[src/rtl/exception_ctrl.sv]
// Exception sequencer ahead of the PCSource mux: saves EPC, fetches the handler byte, loads PC, and handles eret.
// Optional cause register is built only when EXC_CAUSE_EN is defined; otherwise cause_out is tied to 2'b00.
module exception_ctrl #(
  parameter logic [31:0] VEC_BASE  = 32'd253,
  parameter logic [31:0] PC_OFFSET = 32'd4,
  parameter int          MEM_LAT   = 2
) (
  input  logic        clk,
  input  logic        reset,
  input  logic        exc_opcode,
  input  logic        exc_ovf,
  input  logic        exc_div0,
  input  logic        eret,
  input  logic [31:0] pc_in,
  input  logic [7:0]  mem_data_in,
  output logic        mem_rd,
  output logic [31:0] mem_addr,
  output logic [31:0] epc_out,
  output logic [31:0] handler_out,
  output logic [1:0]  pcsrc_out,
  output logic        pc_wr,
  output logic        pc_ovr,
  output logic        busy,
  output logic [1:0]  cause_out
);

  localparam int CNT_W = (MEM_LAT > 1) ? $clog2(MEM_LAT) : 1;
  localparam logic [CNT_W-1:0] CNT_LAST = CNT_W'(MEM_LAT - 1);

  typedef enum logic [2:0] {
    S_IDLE,
    S_SAVE,
    S_FETCH,
    S_LOAD,
    S_RET
  } state_t;

  state_t           state_q;
  logic [1:0]       code_q;
  logic [1:0]       code_d;
  logic             exc_req_d;
  logic [CNT_W-1:0] cnt_q;
  logic [7:0]       byte_q;
  logic [31:0]      epc_q;
  logic [31:0]      mem_addr_q;
  logic             mem_rd_q;
  logic             pc_wr_q;
  logic             pc_ovr_q;
  logic [1:0]       pcsrc_q;
  logic             busy_q;
`ifdef EXC_CAUSE_EN
  logic [1:0]       cause_q;
`endif

  // Fixed priority: opcode > overflow > divide-by-zero; code doubles as the cause encoding.
  always_comb begin
    code_d = 2'b00;
    if (exc_opcode)    code_d = 2'b01;
    else if (exc_ovf)  code_d = 2'b10;
    else if (exc_div0) code_d = 2'b11;
  end

  assign exc_req_d = exc_opcode | exc_ovf | exc_div0;

  // Outputs are registered alongside the state so they change exactly when the state does.
  always_ff @(posedge clk or posedge reset) begin
    if (reset) begin
      state_q    <= S_IDLE;
      code_q     <= 2'b00;
      cnt_q      <= '0;
      byte_q     <= 8'h00;
      epc_q      <= 32'h0;
      mem_addr_q <= 32'h0;
      mem_rd_q   <= 1'b0;
      pc_wr_q    <= 1'b0;
      pc_ovr_q   <= 1'b0;
      pcsrc_q    <= 2'b00;
      busy_q     <= 1'b0;
`ifdef EXC_CAUSE_EN
      cause_q    <= 2'b00;
`endif
    end else begin
      case (state_q)
        S_IDLE: begin
          if (exc_req_d) begin
            code_q  <= code_d;
            busy_q  <= 1'b1;
            state_q <= S_SAVE;
          end else if (eret) begin
            pc_ovr_q <= 1'b1;
            pc_wr_q  <= 1'b1;
            pcsrc_q  <= 2'b01;
            busy_q   <= 1'b1;
            state_q  <= S_RET;
          end
        end
        S_SAVE: begin
          epc_q      <= pc_in - PC_OFFSET;
          cnt_q      <= '0;
          mem_rd_q   <= 1'b1;
          mem_addr_q <= VEC_BASE + 32'(code_q) - 32'd1;
`ifdef EXC_CAUSE_EN
          cause_q    <= code_q;
`endif
          state_q    <= S_FETCH;
        end
        S_FETCH: begin
          cnt_q <= cnt_q + CNT_W'(1);
          if (cnt_q == CNT_LAST) begin
            byte_q     <= mem_data_in;
            mem_rd_q   <= 1'b0;
            mem_addr_q <= 32'h0;
            pc_ovr_q   <= 1'b1;
            pc_wr_q    <= 1'b1;
            pcsrc_q    <= 2'b11;
            state_q    <= S_LOAD;
          end
        end
        S_LOAD, S_RET: begin
          pc_ovr_q <= 1'b0;
          pc_wr_q  <= 1'b0;
          pcsrc_q  <= 2'b00;
          busy_q   <= 1'b0;
          state_q  <= S_IDLE;
        end
        default: begin
          mem_rd_q <= 1'b0;
          pc_ovr_q <= 1'b0;
          pc_wr_q  <= 1'b0;
          pcsrc_q  <= 2'b00;
          busy_q   <= 1'b0;
          state_q  <= S_IDLE;
        end
      endcase
    end
  end

  assign mem_rd      = mem_rd_q;
  assign mem_addr    = mem_addr_q;
  assign epc_out     = epc_q;
  assign handler_out = {24'h0, byte_q};
  assign pcsrc_out   = pcsrc_q;
  assign pc_wr       = pc_wr_q;
  assign pc_ovr      = pc_ovr_q;
  assign busy        = busy_q;
`ifdef EXC_CAUSE_EN
  assign cause_out   = cause_q;
`else
  assign cause_out   = 2'b00;
`endif

endmodule

[config.mk]
export PLATFORM = sky130hd
export DESIGN_NAME = exception_ctrl
export DESIGN_NICKNAME = d
export VERILOG_FILES = /design/src/rtl/exception_ctrl.sv
export SDC_FILE = /design/constraint.sdc
export NUM_CORES = 1
export LEC_CHECK = 0
export BUFFER_PORTS_ARGS = -buffer_cell sky130_fd_sc_hd__buf_2
export CAP_MARGIN = 20
export CELL_PAD_IN_SITES_DETAIL_PLACEMENT = 1
export CELL_PAD_IN_SITES_GLOBAL_PLACEMENT = 1
export CORE_MARGIN = 2
export CORE_UTILIZATION = 30
export CTS_CLUSTER_SIZE = 16
export DETAILED_ROUTE_END_ITERATION = 8
export HOLD_SLACK_MARGIN = 0.15
export PLACE_DENSITY_LB_ADDON = 0.1
export SLEW_MARGIN = 20
export SYNTH_ARGS = -nofsm -noshare
export SYNTH_HDL_FRONTEND = slang
export SYNTH_SLANG_ARGS = --single-unit
[constraint.sdc]
create_clock -name clk -period 1.78 [get_ports clk]
set_clock_uncertainty 0.1 [all_clocks]
set_input_delay 0.356 -clock clk [delete_from_list [all_inputs] [get_ports clk]]
set_output_delay 0.356 -clock clk [all_outputs]
set_load 0.05 [all_outputs]
# Word-level counts from Yosys, hierarchy flattened
# Index checks and enable logic that the tools add are counted.
[classes]
n_addsub = 4
n_eq_ne = 8
muxes = 22
bitwise_logic = 5
n_reduce_logical = 11
[ops]
columns = ["operator", "n"]
rows = [
  ["case mux 32 bit (2 select lines)", 1],
  ["two-way mux 32 bit", 1],
  ["subtractor 32 x 3 -> 32 bit (second input constant)", 1],
  ["two-way mux 2 bit", 6],
  ["AND reduction 2 bit", 6],
  ["subtractor 9 x 1 -> 10 bit (second input constant)", 1],
  ["adder 8 x 2 -> 9 bit (first input constant)", 1],
  ["two-way mux 3 bit", 3],
  ["case mux 3 bit (3 select lines)", 1],
  ["equality test 3 x 2 -> 1 bit (second input constant)", 2],
  ["!= test 2 bit (second input constant)", 3],
  ["case mux 1 bit (3 select lines)", 2],
  ["case mux 2 bit (3 select lines)", 1],
  ["two-way mux 1 bit", 5],
  ["case mux 1 bit (2 select lines)", 2],
  ["AND reduction 4 bit", 1],
  ["equality test 3 x 1 -> 1 bit (second input constant)", 1],
  ["equality test 3 bit (second input constant)", 1],
  ["logical NOT 3 bit", 1],
  ["!= test 3 bit (second input constant)", 1],
  ["NOT 1 bit", 3],
  ["OR reduction 3 bit", 1],
  ["OR 1 bit", 2],
  ["nonzero test 2 bit", 1],
  ["other kinds (2)", 2],
]
[totals]
regBits = 83
inputBits = 46
output_inout_bits = 104
word_cells = 60

# Logic depth before layout (Yosys ltp)
# Gate-level depths: netlist of run 1.
[depth]
word_depth = 4
depth_mapped = 7
ltp_nobuf = 7

# Worst setup path after synthesis of run 1
# No wires, ideal clock.
[synth_timing]
path_type = "in2reg"
startpoint = "in pc_in[8]"
endpoint = "reg epc_q[11] (netlist: epc_out[11])"
setup_ps = 131
arrival_ps = 1478
t_required_ps = 1549
path_slack_ps = 71
cell_stages = 5
n_path_buf = 0
cell_sequence = "nor4_4 nand2_2 or3_1 xor2_1 o21ai_1"
[synth_via]
elab_chain_cells = 1
[synth_rtl]
columns = ["item", "line_no", "source"]
rows = [
  ["from (decl)", "14", "input logic [31:0] pc_in,"],
  ["subtractor 32 x 3 -> 32 bit", "98", "epc_q <= pc_in - PC_OFFSET;"],
  ["to (signal assigned)", "98", ""],
  ["to (decl)", "44", "logic [31:0] epc_q;"],
]
# No other way between the ends.
# A chain may end at the register's enable or synchronous reset.

# Final worst setup path of run 1
[layout_timing]
startpoint = "reg state_q[0]"
endpoint = "reg code_q[0]"
[layout_via]
elab_chain_cells = 2
[layout_rtl]
columns = ["item", "line_no", "source"]
rows = [
  ["from (decl)", "38", "state_t state_q;"],
  ["from (signal assigned)", "68", "state_q <= S_IDLE;"],
  ["from (signal assigned)", "88", "state_q <= S_SAVE;"],
  ["from (signal assigned)", "94", "state_q <= S_RET;"],
  ["logical NOT 3 bit", "83", "case (state_q)"],
  ["AND reduction 2 bit (no line)", "--", ""],
  ["to (signal assigned)", "86", "code_q <= code_d;"],
  ["to (decl)", "39", "logic [1:0] code_q;"],
]
# No other way between the ends.

==> results of run 1 <==
-- Yosys cell counts (4+ instances only) --
cell type / count
xnor2_1: 23
mux2_2: 10
xor2_1: 5
nor3_2: 5
nor2_1: 20
inv_1: 6
a21oi_1: 8
nor4_4: 4
nor3_1: 9
o21ai_0: 21
dfrtp_1: 53
o21ai_1: 13
buf_4: 57
nand2_1: 39
clkbuf_1: 9
-- worst register-to-register path, stage by stage (launching register included) --
cell and delay (ns):
dfrtp_1 0.53, nor3_1 0.50, o21ai_0 0.20, a32oi_1 0.18
-- per-stage QoR --
step | hold WS [ns] | setup TNS, ns | instance area [µm²] | std cells | worst slack, ns
after floorplan | 0.342 | 0 | 3280 | 368 | 0.0378
after global placement | 0.340 | -0.574 | 3740 | 568 | -0.0967
after detailed placement | 0.340 | -0.865 | 3740 | 568 | -0.114
after CTS | 0.152 | 0 | 3860 | 576 | 0.169
after global routing | 0.160 | 0 | 3860 | 576 | 0.0866
final | 0.164 | 0 | 3860 | 576 | 0.203
-- path summary, 6_finish.rpt --
kind,endpoint,cells after the start
max,code_q[0]$_DFFE_PP0P_,3
min,code_q[0]$_DFFE_PP0P_,2
max reg2reg,code_q[0]$_DFFE_PP0P_,3
min reg2reg,epc_out[5]$_DFFE_PP0P_,2
max in group asynchronous,epc_out[9]$_DFFE_PP0P_,4
min in group asynchronous,mem_rd$_DFFE_PP0P_,4
-- per-layer routing --
metal | part of all wire | wire length [µm] | global-route usage
met1 | 0.43 | 3200 | 0.166
met5 | 0 | 0 | 0
met3 | 0.065 | 477 | 0.0390
met2 | 0.49 | 3600 | 0.223
met4 | 0.010 | 77 | 0.0357
-- logic make-up after synthesis --
kind of cell,count (synthesis),synth area share
fa+ha+maj,1,0.00404
mux,11,0.0396
flops,53,0.429
buf+inv,72,0.156
simple gates,103,0.203
other cells,1,0.00121
compound gates,50,0.0882
xor+xnor,28,0.0793
-- state kept, by name, indices dropped and copies added (netlist names), 2 cells and up --
| name | flops |
|---|---|
| epc_out | 32 |
| code_q | 2 |
| byte_q | 8 |
| state_q | 3 |
| mem_addr | 3 |
-- final cells by class --
cell class | instances | area share
multi-input combinational | 243 | 0.381
tap | 136 | 0.0441
inverter | 6 | 0.00584
clock buffer | 5 | 0.0178
timing repair buffer | 131 | 0.198
clock inverter | 2 | 0.00909
sequential | 53 | 0.344
-- where the power goes --
group	switching, W	internal, W	leakage [nW]
clock network	0.000411	0.000410	0.0540
logic	0.00333	0.00109	1.16
registers	0.000386	0.00179	0.640
total	0.00413	0.00329	1.85
-- what timing repair did --
action,4_1_cts,5_1_grt
setup endpoints to repair,0,0
hold buffers,1,0
hold endpoints to repair,53,0
==> impl_metrics.tcl, run 1 <==
set metrics [dict create \
    cts_num_sinks 53 \
    cts_resized 0 \
    min_period_ns 1.58 \
    hp-start "exc_ovf" \
    rr_startpoint "state_q[0]$_DFFE_PP0P_" \
    drive_gt1_frac 0.382 \
    cpMaxStageDelayCell "dfrtp_1" \
    postCtsSetupBuffers 0 \
    end_kind "flip-flop" \
    fmax_ghz 0.634 \
    cpLargestDelayFamily "flip-flops" \
    finalPower_w 0.00742 \
    rsz0062_at_grt "no" \
    final_common_cell "buf_2" \
    ant_nets 0 \
    clk_latency_ns 0.30 \
    dieWidth_um 106 \
    io_pins 150 \
    htreeDepth 2 \
    netlist_area_um2 3090 \
    finalCritPeriodShare 0.886 \
    die_area_um2 11100 \
    core_area_um2 10200 \
    final_nets 487 \
    maxSlewHeadroom 0.666 \
    wl_per_cell_um 12.8 \
    required_ns 1.91 \
    initial_core_util 0.304 \
    utilization 0.379 \
    worstMarginPinSlew_ns 0.497 \
    peakVddDrop_mv 0.644 \
    antenna_cells 0 \
    synth_edf_count 0 \
    cts_made_buffers 5 \
    ys_seq_area_frac 0.429 \
    routabilityCongestion 0.738 \
    overflow 0 \
    worst-endpoint-arrival_ns 1.70 \
    cp_num_buf_inv 0 \
    drc 0 \
    ff_latch_area_um2 1330 \
    drv_slew 0 \
    grt_max_degree 54 \
    drtIter0Drc 56 \
    multi_input_area_um2 1470 \
    crit_type "reg2reg" \
    drv_cap 0 \
    fp.dieH_um 106 \
    area_growth_pct 24.6 \
    hp-class "in2reg" \
    hold_violations 0 \
    worstPathMaxFanout 11 \
    synth_top_area_frac 0.429 \
    dp_hpwl_um 5700 \
    worst_setup_path_start_kind "flip-flop" \
    reg2reg_setup_slack_ns 0.20 \
    setup_violations 0 \
    worstPathCellList "nor3_1 > o21ai_0 > a32oi_1" \
    yosys.area.top_type "dfrtp_1" \
    status "finished, final reports clean" \
    yosysUniqueCellTypes 39 \
    viasPerCell 4.18 \
    cts-root-buf "clkbuf_8" \
    first_global_vias 2509 \
    grt_pass1_wl_um 12000 \
    vias 2406 \
    ys_async_sr_fraction 1.00 \
    synth_warnings 0 \
    avgSynthCellArea_um2 9.70 \
    portBuffers 99 \
    layout_common_cells "99 x buf_2, 53 x dfrtp_1, 50 x conb_1" \
    netlist_instances 319 \
    totalWireLength_um 7360 \
    crit_path_max_incr_delay_ns 0.53 \
    p_per_area_nw_per_um2 1930 \
    synth_ff_type "dfrtp_1" \
    synth_area_leaders "dfrtp_1 43%, buf_4 14%, xnor2_1 6.5%" \
    antenna_found_initial 0 \
    p_leak_nw 1.85 \
    cts_tree "done" \
    fill_cells 1250 \
    rows 37 \
    track_usage 0.133 \
    crit_start "state_q[0]$_DFFE_PP0P_" \
    first_pass_iters 4 \
    clk_pin_slew_ns 0.10 \
    synth-seq-cells 53 \
    clockBufferDepth 2 \
]
(Power assumes the default switching activity.)
==> run 2, diff against run 1 <==
clock period = 1.3 ns   (was 1.78 ns; I/O delays follow)
==> impl_metrics.tcl, run 2 (same netlist as run 1, synthesis figures left out) <==
set metrics [dict create \
    hold_path_depth 3 \
    ant_nets 0 \
    required_ns 1.41 \
    setup_violations 47 \
    final_nets 551 \
    status "complete, but fails checks" \
    peakVddDrop_mv 1.08 \
    clk_latency_ns 0.30 \
    violations "negative setup slack" \
    totalWireLength_um 9530 \
    first_pass_iters 4 \
    cts_num_sinks 53 \
    initial_core_util 0.304 \
    antenna_found_initial 0 \
    dp_hpwl_um 5950 \
    worstPathMaxFanout 6 \
    worst_r2r_path_depth 4 \
    area_growth_pct 70.4 \
    min_period_ns 1.46 \
    fill_cells 1156 \
    vias 2747 \
    routabilityCongestion 0.738 \
    dpl_cell_area_um2 3980 \
    grt_max_degree 24 \
    clockBufferDepth 2 \
    layout.cells.non_filler 641 \
    finalCritPeriodShare 1.12 \
    clk_pin_slew_ns 0.10 \
    utilization 0.518 \
    portBuffers 99 \
    crit_type "in2reg" \
    cts-root-buf "clkbuf_8" \
    place_inst 587 \
    core_area_um2 10200 \
    largest_reg_flops 32 \
    fp.dieH_um 106 \
    p_per_area_nw_per_um2 2550 \
    reg2reg_setup_slack_ns -0.09 \
    htreeDepth 2 \
    drtIter0Drc 43 \
    die_area_um2 11100 \
    drv_slew 0 \
    cts_made_buffers 5 \
    p_leak_nw 2.47 \
    antenna_cells 0 \
    worst-endpoint-arrival_ns 1.57 \
    rows 37 \
    cts_tree "done" \
    drc 0 \
    fmax_ghz 0.685 \
    fin_area_um2 5270 \
    viasPerCell 4.29 \
    drive_gt1_frac 0.545 \
    first_global_vias 2849 \
    rsz0062_at_grt "yes" \
    track_usage 0.161 \
    dieWidth_um 106 \
    worst_setup_path_start_kind "input pin" \
    end_kind "flip-flop" \
    io_pins 150 \
    wl_per_cell_um 14.9 \
    finalWorstSetupSlack_ns -0.161 \
    overflow 0 \
    hold_violations 0 \
    layout_common_cells "78 x buf_4, 50 x conb_1, 48 x dfrtp_1" \
    drv_cap 0 \
    grt_pass1_wl_um 14300 \
    hp-class "in2reg" \
    final_common_cell "buf_4" \
]
[run 2: cell count changes in the layout (fill, tap and decap cells not counted), moves of 7 or more]
cell,change
buf_2,-58
buf_4,+49
buf_6,+35
o21ai_0,-20
nand2_1,-18
dlygate4sd3_1,+15
nand2_2,+11
o21ai_2,+11
buf_8,+9
mux2_2,-9
mux2_4,+9
o21ai_1,+9
buf_12,+8
nor2_1,-7
[run 2: power breakdown]
group          total, W  internal [W]  switching (W)
clock network  0.000941      0.000381       0.000560
registers       0.00317       0.00247       0.000692
logic           0.00934       0.00387        0.00547
total            0.0134       0.00672        0.00672
[run 2: final cells by class]
type	instances	area (µm²)	area share
clock buffers	7	76.3	0.0145
well taps	136	170	0.0323
repair buffers	195	1840	0.348
inverters	6	26.3	0.00498
flip-flops and latches	53	1330	0.253
multi-input cells	243	1830	0.346
clock inverters	1	5.00	0.000949
[run 2: path summary, 6_finish.rpt]
check                                       start                      end
max                                      pc_in[8]  epc_out[23]$_DFFE_PP0P_
min                                      exc_div0    code_q[0]$_DFFE_PP0P_
max reg2reg                state_q[1]$_DFFE_PP0P_    byte_q[3]$_DFFE_PP0P_
min reg2reg                epc_out[9]$_DFFE_PP0P_   epc_out[9]$_DFFE_PP0P_
max in group asynchronous                   reset  epc_out[12]$_DFFE_PP0P_
min in group asynchronous                   reset         busy$_DFFE_PP0P_
[run 2: through the flow]
step | hold WS (ns) | setup WS, ns | TNS (ns) | power (W)
global route | 0.167 | -0.207 | -6.33 | 0.0142
finish | 0.158 | -0.161 | -3.37 | 0.0134
detailed placement | 0.159 | -0.492 | -11.52 | 0.00953
global placement | 0.163 | -0.486 | -10.79 | 0.00943
CTS | 0.151 | -0.147 | -3.42 | 0.0119
floorplan | 0.221 | -0.311 | -7.16 | 0.00800
[run 2: layer usage]
| layer | track usage | wire, µm |
|---|---|---|
| met5 | 0 | 0 |
| met4 | 0.0338 | 74 |
| met3 | 0.0383 | 486 |
| met2 | 0.286 | 5210 |
| met1 | 0.198 | 3760 |
[run 2: repair_timing]
item                                   CTS  global route
setup endpoints to repair               91            90
gates resized for setup                 93           117
pin swaps                               14            33
buffers inserted                        13            13
endpoints found under the hold margin   68             0
hold buffers                            16             0
gates cloned                             2             5
[run 2: critical path, stage by stage]
cell and delay [ns]:
buf_8 0.10, nor4_4 0.31, buf_6 0.18, nand4_4 0.17, buf_4 0.20, nor2_2 0.10, xnor2_1 0.16, o21ai_1 0.08
